==> config.mk <==
export PLATFORM = sky130hd
export DESIGN_NAME = router_egress
export DESIGN_NICKNAME = d
export VERILOG_FILES = /design/src/rtl/router_egress.sv
export SDC_FILE = /design/constraint.sdc
export NUM_CORES = 1
export LEC_CHECK = 0
export ABC_AREA = 0
export ABC_CLOCK_PERIOD_IN_PS = 8760
export CAP_MARGIN = 20
export CORE_AREA = 2 2 176 126
export CTS_BUF_LIST = sky130_fd_sc_hd__clkbuf_4 sky130_fd_sc_hd__clkbuf_8
export DETAILED_ROUTE_END_ITERATION = 7
export DIE_AREA = 0 0 178 128
export GPL_TIMING_DRIVEN = 0
export MAX_ROUTING_LAYER = met4
export PLACE_DENSITY = 0.49
export SYNTH_ARGS = -nofsm -noshare
export SYNTH_HDL_FRONTEND = slang
export SYNTH_SLANG_ARGS = --single-unit
export TNS_END_PERCENT = 50
==> constraint.sdc <==
create_clock -name clk -period 8.76 [get_ports clk]
set_clock_uncertainty 0.1 [all_clocks]
set_input_delay 1.752 -clock clk [delete_from_list [all_inputs] [get_ports clk]]
set_output_delay 1.752 -clock clk [all_outputs]
set_load 0.005 [all_outputs]
==> src/rtl/router_egress.sv <==
// router_egress: four per-port FIFOs merged onto one ready/valid channel by round-robin.
// Optional per-port saturating drop counters when ROUTER_EGRESS_DROP_CNT_EN is defined.
module router_egress #(
  parameter int DATA_WIDTH = 8,
  parameter int FIFO_DEPTH = 4
) (
  input  logic                       clk,
  input  logic                       rst,
  input  logic [3:0][DATA_WIDTH-1:0] data_in,
  input  logic [3:0]                 valid_in,
  output logic [DATA_WIDTH-1:0]      out_data,
  output logic [1:0]                 out_port,
  output logic                       out_valid,
  input  logic                       out_ready,
  output logic [3:0]                 fifo_full
`ifdef ROUTER_EGRESS_DROP_CNT_EN
  ,
  output logic [3:0][7:0]            drop_count
`endif
);

  localparam int AW = $clog2(FIFO_DEPTH);
  localparam int CW = AW + 1;
  localparam logic [CW-1:0] FULL = CW'(FIFO_DEPTH);

  logic [DATA_WIDTH-1:0] r_mem [4][FIFO_DEPTH];
  logic [AW-1:0]         r_wp  [4];
  logic [AW-1:0]         r_rp  [4];
  logic [CW-1:0]         r_cnt [4];

  logic [DATA_WIDTH-1:0] r_out_data;
  logic [1:0]            r_out_port;
  logic                  r_out_valid;
  logic [1:0]            r_rr_last;

  logic [3:0]            w_empty;
  logic [3:0]            w_full;
  logic [3:0]            w_push;
  logic [3:0]            w_pop;
  logic                  w_load;
  logic                  w_gnt_any;
  logic [1:0]            w_gnt_idx;
  logic [DATA_WIDTH-1:0] w_head;

  always_comb begin
    w_empty = '0;
    w_full  = '0;
    w_push  = '0;
    for (int i = 0; i < 4; i++) begin
      w_empty[i] = (r_cnt[i] == '0);
      w_full[i]  = (r_cnt[i] == FULL);
      // Room is judged on the pre-edge count; a same-cycle pop does not help.
      w_push[i]  = rst && valid_in[i] && !w_full[i];
    end
  end

  assign w_load = !r_out_valid || out_ready;

  always_comb begin
    w_gnt_any = 1'b0;
    w_gnt_idx = r_rr_last;
    for (int k = 1; k < 5; k++) begin
      if (!w_gnt_any && !w_empty[2'(r_rr_last + 2'(k))]) begin
        w_gnt_any = 1'b1;
        w_gnt_idx = 2'(r_rr_last + 2'(k));
      end
    end
  end

  always_comb begin
    w_pop = '0;
    if (w_load && w_gnt_any) begin
      w_pop[w_gnt_idx] = 1'b1;
    end
  end

  assign w_head = r_mem[w_gnt_idx][r_rp[w_gnt_idx]];

  always_ff @(posedge clk) begin
    for (int i = 0; i < 4; i++) begin
      if (w_push[i]) begin
        r_mem[i][r_wp[i]] <= data_in[i];
      end
    end
  end

  always_ff @(posedge clk) begin
    if (!rst) begin
      for (int i = 0; i < 4; i++) begin
        r_wp[i]  <= '0;
        r_rp[i]  <= '0;
        r_cnt[i] <= '0;
      end
    end else begin
      for (int i = 0; i < 4; i++) begin
        if (w_push[i]) begin
          r_wp[i] <= r_wp[i] + AW'(1);
        end
        if (w_pop[i]) begin
          r_rp[i] <= r_rp[i] + AW'(1);
        end
        r_cnt[i] <= r_cnt[i] + CW'(w_push[i]) - CW'(w_pop[i]);
      end
    end
  end

  always_ff @(posedge clk) begin
    if (!rst) begin
      r_out_data  <= '0;
      r_out_port  <= '0;
      r_out_valid <= 1'b0;
      r_rr_last   <= 2'd3;
    end else if (w_load) begin
      if (w_gnt_any) begin
        r_out_data  <= w_head;
        r_out_port  <= w_gnt_idx;
        r_out_valid <= 1'b1;
        r_rr_last   <= w_gnt_idx;
      end else begin
        r_out_valid <= 1'b0;
      end
    end
  end

`ifdef ROUTER_EGRESS_DROP_CNT_EN
  logic [3:0][7:0] r_drop;

  always_ff @(posedge clk) begin
    if (!rst) begin
      r_drop <= '0;
    end else begin
      for (int i = 0; i < 4; i++) begin
        if (valid_in[i] && w_full[i] && r_drop[i] != 8'hFF) begin
          r_drop[i] <= r_drop[i] + 8'd1;
        end
      end
    end
  end

  assign drop_count = r_drop;
`endif

  assign out_data  = r_out_data;
  assign out_port  = r_out_port;
  assign out_valid = r_out_valid;
  assign fifo_full = w_full;

endmodule
==> reports/metrics.cfg <==
[synth]
ys_top_cells_by_area = edfxtp_1 59%, dfxtp_1 6.9%, mux2i_1 5.9%, ha_1 3.9%, mux4_2 3.7%
synthSimpleGateAreaFrac_pct = 8.88
synth_ff_type = edfxtp_1
ys_warn_count = 0
muxShareOfSynthArea_pct = 12.0
synth_common_cells = 144 x edfxtp_1, 43 x mux2i_1, 32 x and2_1
synthAdderAreaFrac_pct = 5.04
syn_area_um2 = 7300
ys_ff_latch = 169
synth_most_common_cell = edfxtp_1
synthDistinctLibCells = 41
synthCells = 482
syn_avg_cell_area_um2 = 15.1
synth-async-reset-ratio_pct = 0
syn-num-nets = 548
synth-edff-count = 144
synth-compound-area-share_pct = 3.79
synth-xor-area-share_pct = 1.44
synth_top_family_by_area = multiplexers
synth_top_area_share_pct = 59.2
synth_top_area_cell = edfxtp_1
yosysSeqAreaShare_pct = 66.1

[die]
num_io_pins = 54
fp-row-count = 45
die_y_um = 128
core_area_um2 = 21200
fp.dieW_um = 178
dieArea_um2 = 22800
initial_core_util_pct = 34.4

[placed_design]
portBuffers = 53
gp_congestion = 0.855
hpwl_um = 12600

[sta]
slew_violations = 0
hold_slack_ns = 0.415
setup_viol = 0
fmax_mhz = 233
tightestPinTransition_ns = 0.696
fin_crit_sh_pct = 48.9
relSlewSlack_pct = 53.4
rsz0062_at_grt = no
finalCriticalPeriod_ns = 4.28
finalHoldViolations = 0
fin_tns_setup_ns = 0

[route]
postRouteAntennaNets = 0
drtPass1Iterations = 5
vias_per_cell = 4.81
first_iter_violations = 292
routed_wl_um = 17200
num_vias = 4084
routedWlPerCell_um = 20.3
drc = 0

[layout]
nFillCells = 1954
diodes = 0
num-nets-final = 620
area.growth.synth_to_final_pct = 17.4
layout-drive-gt1-share_pct = 12.5

[cts]
cts_hold_buffers = 0
clock_latency_ns = 0.46
cts_buffers = 17
clkTransAtPathRegs_ns = 0.09
cts.path.max_buffers = 2
cts_sinks = 169
cts.repair.resized = 0
h-tree-depth = 4
cts_setup_buffers = 0
root_buffer = clkbuf_8
cts_tree = yes

[pwr]
p_seq_share_pct = 33.6
peakVddDrop_mv = 0.110
switching_share_pct = 40.0
p_switching_mw = 1.24
internal_power_mw = 1.85
clkPwrFrac_pct = 17.4
powerDensity_nw_per_um2 = 360
power_leakage_nw = 3.03
comb_power_share_pct = 49.0

[run]
drv_cap = 0

[worst_setup_path]
arrival_ns = 4.55
start_kind = primary input
critical_path_class = in2reg
startpoint = out_ready
cp.required_ns = 9.02
critPathMaxFanout = 8
reg2reg_from = r_cnt[0][4]$_SDFF_PN0_
worst_setup_path_end_kind = flip-flop

[grt]
grt-ovfl-total = 0
grt_pass1_vias = 4150
grt_max_degree = 19
grt_pass1_wl_um = 25600
antenna_found_initial = 0
gr-usage-all-layers_pct = 16.3

[run_status]
status = finished, final reports clean

[hold_path]
hold_class = reg2reg
worstHoldStart = out_data[4]$_SDFFE_PN0N_

[flip-flops by register name (all words and copies together), names as in the netlist]
name       cells
out_port       2
r_mem        128
r_cnt         12
out_data       8
out_valid      1
r_rp           8
r_rr_last      2
r_wp           8
[worst max-delay path, cell delays in order]
cell and delay [ns]:
clkdlybuf4s50_1 0.48, nor2_1 0.05, a31oi_1 0.53, nand2_1 0.28
nor2_1 0.28, ha_1 0.16, inv_1 0.04, ha_1 0.20
fa_1 0.37, xnor2_1 0.14, xnor2_1 0.12, and2_1 0.15
[power groups by stage]
| stage | Sequential [mW] | Combinational [mW] | Clock (mW) |
|---|---|---|---|
| 2_1_floorplan | 1.04 | 1.06 | 0 |
| 3_3_place_gp | 1.05 | 1.50 | 0 |
| 3_5_place_dp | 1.06 | 1.51 | 0 |
| 4_1_cts | 1.04 | 1.52 | 0.554 |
| 5_1_grt | 1.05 | 1.64 | 0.588 |
| 6_report | 1.04 | 1.52 | 0.537 |
[cells by family after synthesis]
| kind of cell | count (synthesis) |
|---|---|
| AO/OA/AOI/OAI | 41 |
| XOR/XNOR | 12 |
| adder cells (fa/ha/maj) | 27 |
| buffers and inverters | 42 |
| flip-flops | 169 |
| multiplexers | 67 |
| AND/OR/NAND/NOR | 124 |
[placed cells by master (no fill, tap or decap), types with 4 or more instances in the layout]
master	count
inv_1	22
mux2_2	8
buf_2	6
nand2_1	29
inv_8	6
mux2i_1	43
nand3_1	11
o221ai_1	8
ha_1	23
edfxtp_1	144
dfxtp_1	25
nor3_1	6
and2_1	32
a31oi_1	9
o21ai_0	11
fa_1	4
clkbuf_8	17
clkbuf_1	8
clkdlybuf4s50_1	53
a211oi_1	8
xnor2_1	11
nor2_1	28
mux4_2	12
[layer usage]
layer	up-vias	track usage [%]	share of wire [%]
li1	1936	-	-
met1	2042	24.5	53
met5	-	-	0
met3	8	4.48	5.6
met2	98	21.6	41
met4	0	3.71	0.67
[final timing paths]
kind                            slack [ns]                  endpoint  depth (start not counted)
worst max-delay path                  4.48    r_cnt[0][8]$_SDFF_PN0_                         12
worst min-delay path                  0.42  out_data[4]$_SDFFE_PN0N_                          2
worst max register to register        5.04    r_cnt[0][8]$_SDFF_PN0_                         14
worst min register to register        0.42  out_data[4]$_SDFFE_PN0N_                          2
[per-stage QoR]
step	worst slack, ns	power, mW	cells	cell area (um^2)	utilization (%)
after floorplan	4.98	2.10	482	7300	-
after global placement	4.03	2.55	817	8180	38.6
after detailed placement	3.98	2.57	817	8180	38.6
after CTS	4.48	3.11	849	8570	40.4
after global routing	4.26	3.28	849	8570	40.4
final	4.48	3.09	849	8570	40.4
[area by class of cell]
class / instances / area (um^2) / area share, %
flip-flops and latches: 169 / 4820 / 56.3
multi-input cells: 271 / 2280 / 26.6
repair buffers: 53 / 531 / 6.19
well taps: 282 / 353 / 4.12
clock buffers: 17 / 234 / 2.73
clock inverters: 15 / 155 / 1.81
plain buffers: 20 / 116 / 1.36
inverters: 22 / 82.6 / 0.963
Power figures use the tool's default switching activity.
==> patch: new RTL, config.mk and constraints unchanged <==
Change the parameter `FIFO_DEPTH` from 4 to 2.
--- a/src/rtl/router_egress.sv
+++ b/src/rtl/router_egress.sv
@@ -2,7 +2,7 @@
 // Optional per-port saturating drop counters when ROUTER_EGRESS_DROP_CNT_EN is defined.
 module router_egress #(
   parameter int DATA_WIDTH = 8,
-  parameter int FIFO_DEPTH = 4
+  parameter int FIFO_DEPTH = 2
 ) (
   input  logic                       clk,
   input  logic                       rst,
Behaviour: not the same (a bounded check fails within 4 cycles, from zero or initial values and one cycle with rst low).
==> patch against the unedited design <==
- core utilization decreased by 17 points
- critical endpoint is now r_cnt[0][7]
- routed wire length fell by 44%
- sequential cell count shrank 76
- global-route usage is 7.2 points lower
- total power fell by 50%
- cell area fell by 42%
- cell count shrank 22%
- setup slack improved by 400 ps
- clock power is 51% lower
- synthesized area fell by 46%
- sequential share of layout area shrank 5.8 points
- critical path depth stayed put
- largest cell class unchanged
- largest power group unchanged
- die area unchanged
==> patch: results (changes against the unedited design) <==
Outcome: completed (unchanged). The worst hold margin is 364 ps (was 415 ps). The number of clock buffers inserted by TritonCTS came to 9 (was 17). The distinct cell type count of the synthesized netlist is 37 (was 41). The transition time at the pin with the least slew margin is 873 ps (was 696 ps).

The cell type of the slowest stage on the worst timing path was clkdlybuf4s50_1 (was a31oi_1). The all-layer global routing usage came to 9.08% (was 16.3%). The detailed-route wire length came out at 9720 um (was 17200 um). The largest net degree at the start of global routing came to 16 (was 19). The number of flip-flops in the largest register came to 64 (was 128). The number of DRC markers after the initial detailed-route iteration is 157 (was 292). The endpoint of the lowest-slack register-to-register path is r_cnt[0][7] (was r_cnt[0][8]). The layout net count came out at 420 (was 620). The launch instance of the worst register-to-register path is r_cnt[0][3] (was r_cnt[0][4]). The non-filler instance count after layout came out at 660 (was 849). The total cell area at the placement stage was 4820 um2 (was 8180 um2).

The number of instances in the synthesized netlist is 309 (was 482). The routed via count is 2542 (was 4084). The sequential area share after synthesis is 64.0% (was 66.1%). The start point of the worst min-delay path is out_port[1] (was out_data[4]). The number of enable-type register cells in the synthesized netlist came out at 66 (was 144). The fraction of layout instances using a drive strength above 1 was 11.9% (was 12.5%). The setup slack on the worst flop-to-flop path was 6040 ps (was 5040 ps). The final estimated routing congestion in global placement came out at 0.733 (was 0.855). The sink of the worst hold path is out_port[1] (was out_data[4]). The clock insertion delay at the later pin of the skew report came out at 360 ps (was 460 ps). The number of global-route vias before repair is 2628 (was 4150). The leakage power total came to 1.79 nW (was 3.03 nW). The net count after synthesis came to 356 (was 548).

The length in cells of the worst reg-to-reg path came out at 13 (was 14). The maximum resistive drop on vdd came out at 0.138 mV (was 0.110 mV). The total of fill cells in the finished design is 2250 (was 1954).
patch: changes by cell type after synthesis, sizes merged, moves of 7 or more:
| cell | delta |
|---|---|
| o221ai | -8 |
| mux2i | -29 |
| xnor2 | -7 |
| and2 | -23 |
| a31oi | -8 |
| edfxtp | -78 |
| mux2 | +8 |
| a221oi | +8 |
| mux4 | -14 |
| ha | -15 |
| nand3 | +13 |
| a211oi | -8 |
| o21ai | +18 |
| nand2 | -17 |
patch: cells by family (layout without fill, tap and decap cells):
| family | after synthesis | after routing | synth area share (%) |
|---|---|---|---|
| AND/OR/NAND/NOR | 80 | 80 | 10.0 |
| buffers and inverters | 34 | 103 | 4.29 |
| flip-flops | 93 | 93 | 64.0 |
| XOR/XNOR | 11 | 11 | 2.44 |
| multiplexers | 32 | 32 | 8.63 |
| AO/OA/AOI/OAI | 51 | 51 | 8.06 |
| adder cells (fa/ha/maj) | 8 | 8 | 2.54 |
patch: where the power goes:
group	leakage, nW	internal, W	switching [W]
registers	0.832	0.000548	0.0000454
clock network	0.0917	0.000117	0.000148
logic	0.872	0.000310	0.000388
patch: how the worst max path moves through the flow:
stage,from,endpoint,slack (ps),depth (start not counted)
after floorplan,out_ready,r_cnt[0][7],5380,11
after global placement,out_ready,r_cnt[0][7],4510,12
after detailed placement,out_ready,r_cnt[0][7],4500,12
after CTS,out_ready,r_cnt[0][7],4880,12
after global routing,out_ready,r_cnt[0][7],4680,12
final,out_ready,r_cnt[0][7],4880,12
patch: stage by stage:
step	power (W)	util (%)	worst slack (ps)
after floorplan	0.00107	-	5380
after global placement	0.00129	22.7	4510
after detailed placement	0.00130	22.7	4500
after CTS	0.00157	23.6	4880
after global routing	0.00167	23.6	4680
final	0.00156	23.6	4880
patch: worst max-delay path, delay by kind of cell:
family                   cells  cell delay [ps]
XOR/XNOR                     2              300
AND/OR/NAND/NOR              3              320
AO/OA/AOI/OAI                1              280
adder cells (fa/ha/maj)      2              380
buffers and inverters        4             1030
patch: layer usage:
layer	vias to the layer above	global-route usage, %	part of all wire [%]
met5	-	-	0
met4	0	2.51	1.0
met3	10	2.61	4.5
met2	65	12.9	43
met1	1216	12.5	51
li1	1251	-	-
patch: final cells by class:
class	count	area, um2	share of cell area, %
Tap cell	282	353	7.06
Sequential cell	93	2520	50.5
Timing Repair Buffer	53	531	10.6
Clock inverter	3	21.3	0.425
Clock buffer	13	154	3.08
Inverter	19	71.3	1.43
Multi-Input combinational cell	182	1250	25.0
Buffer	15	97.6	1.95
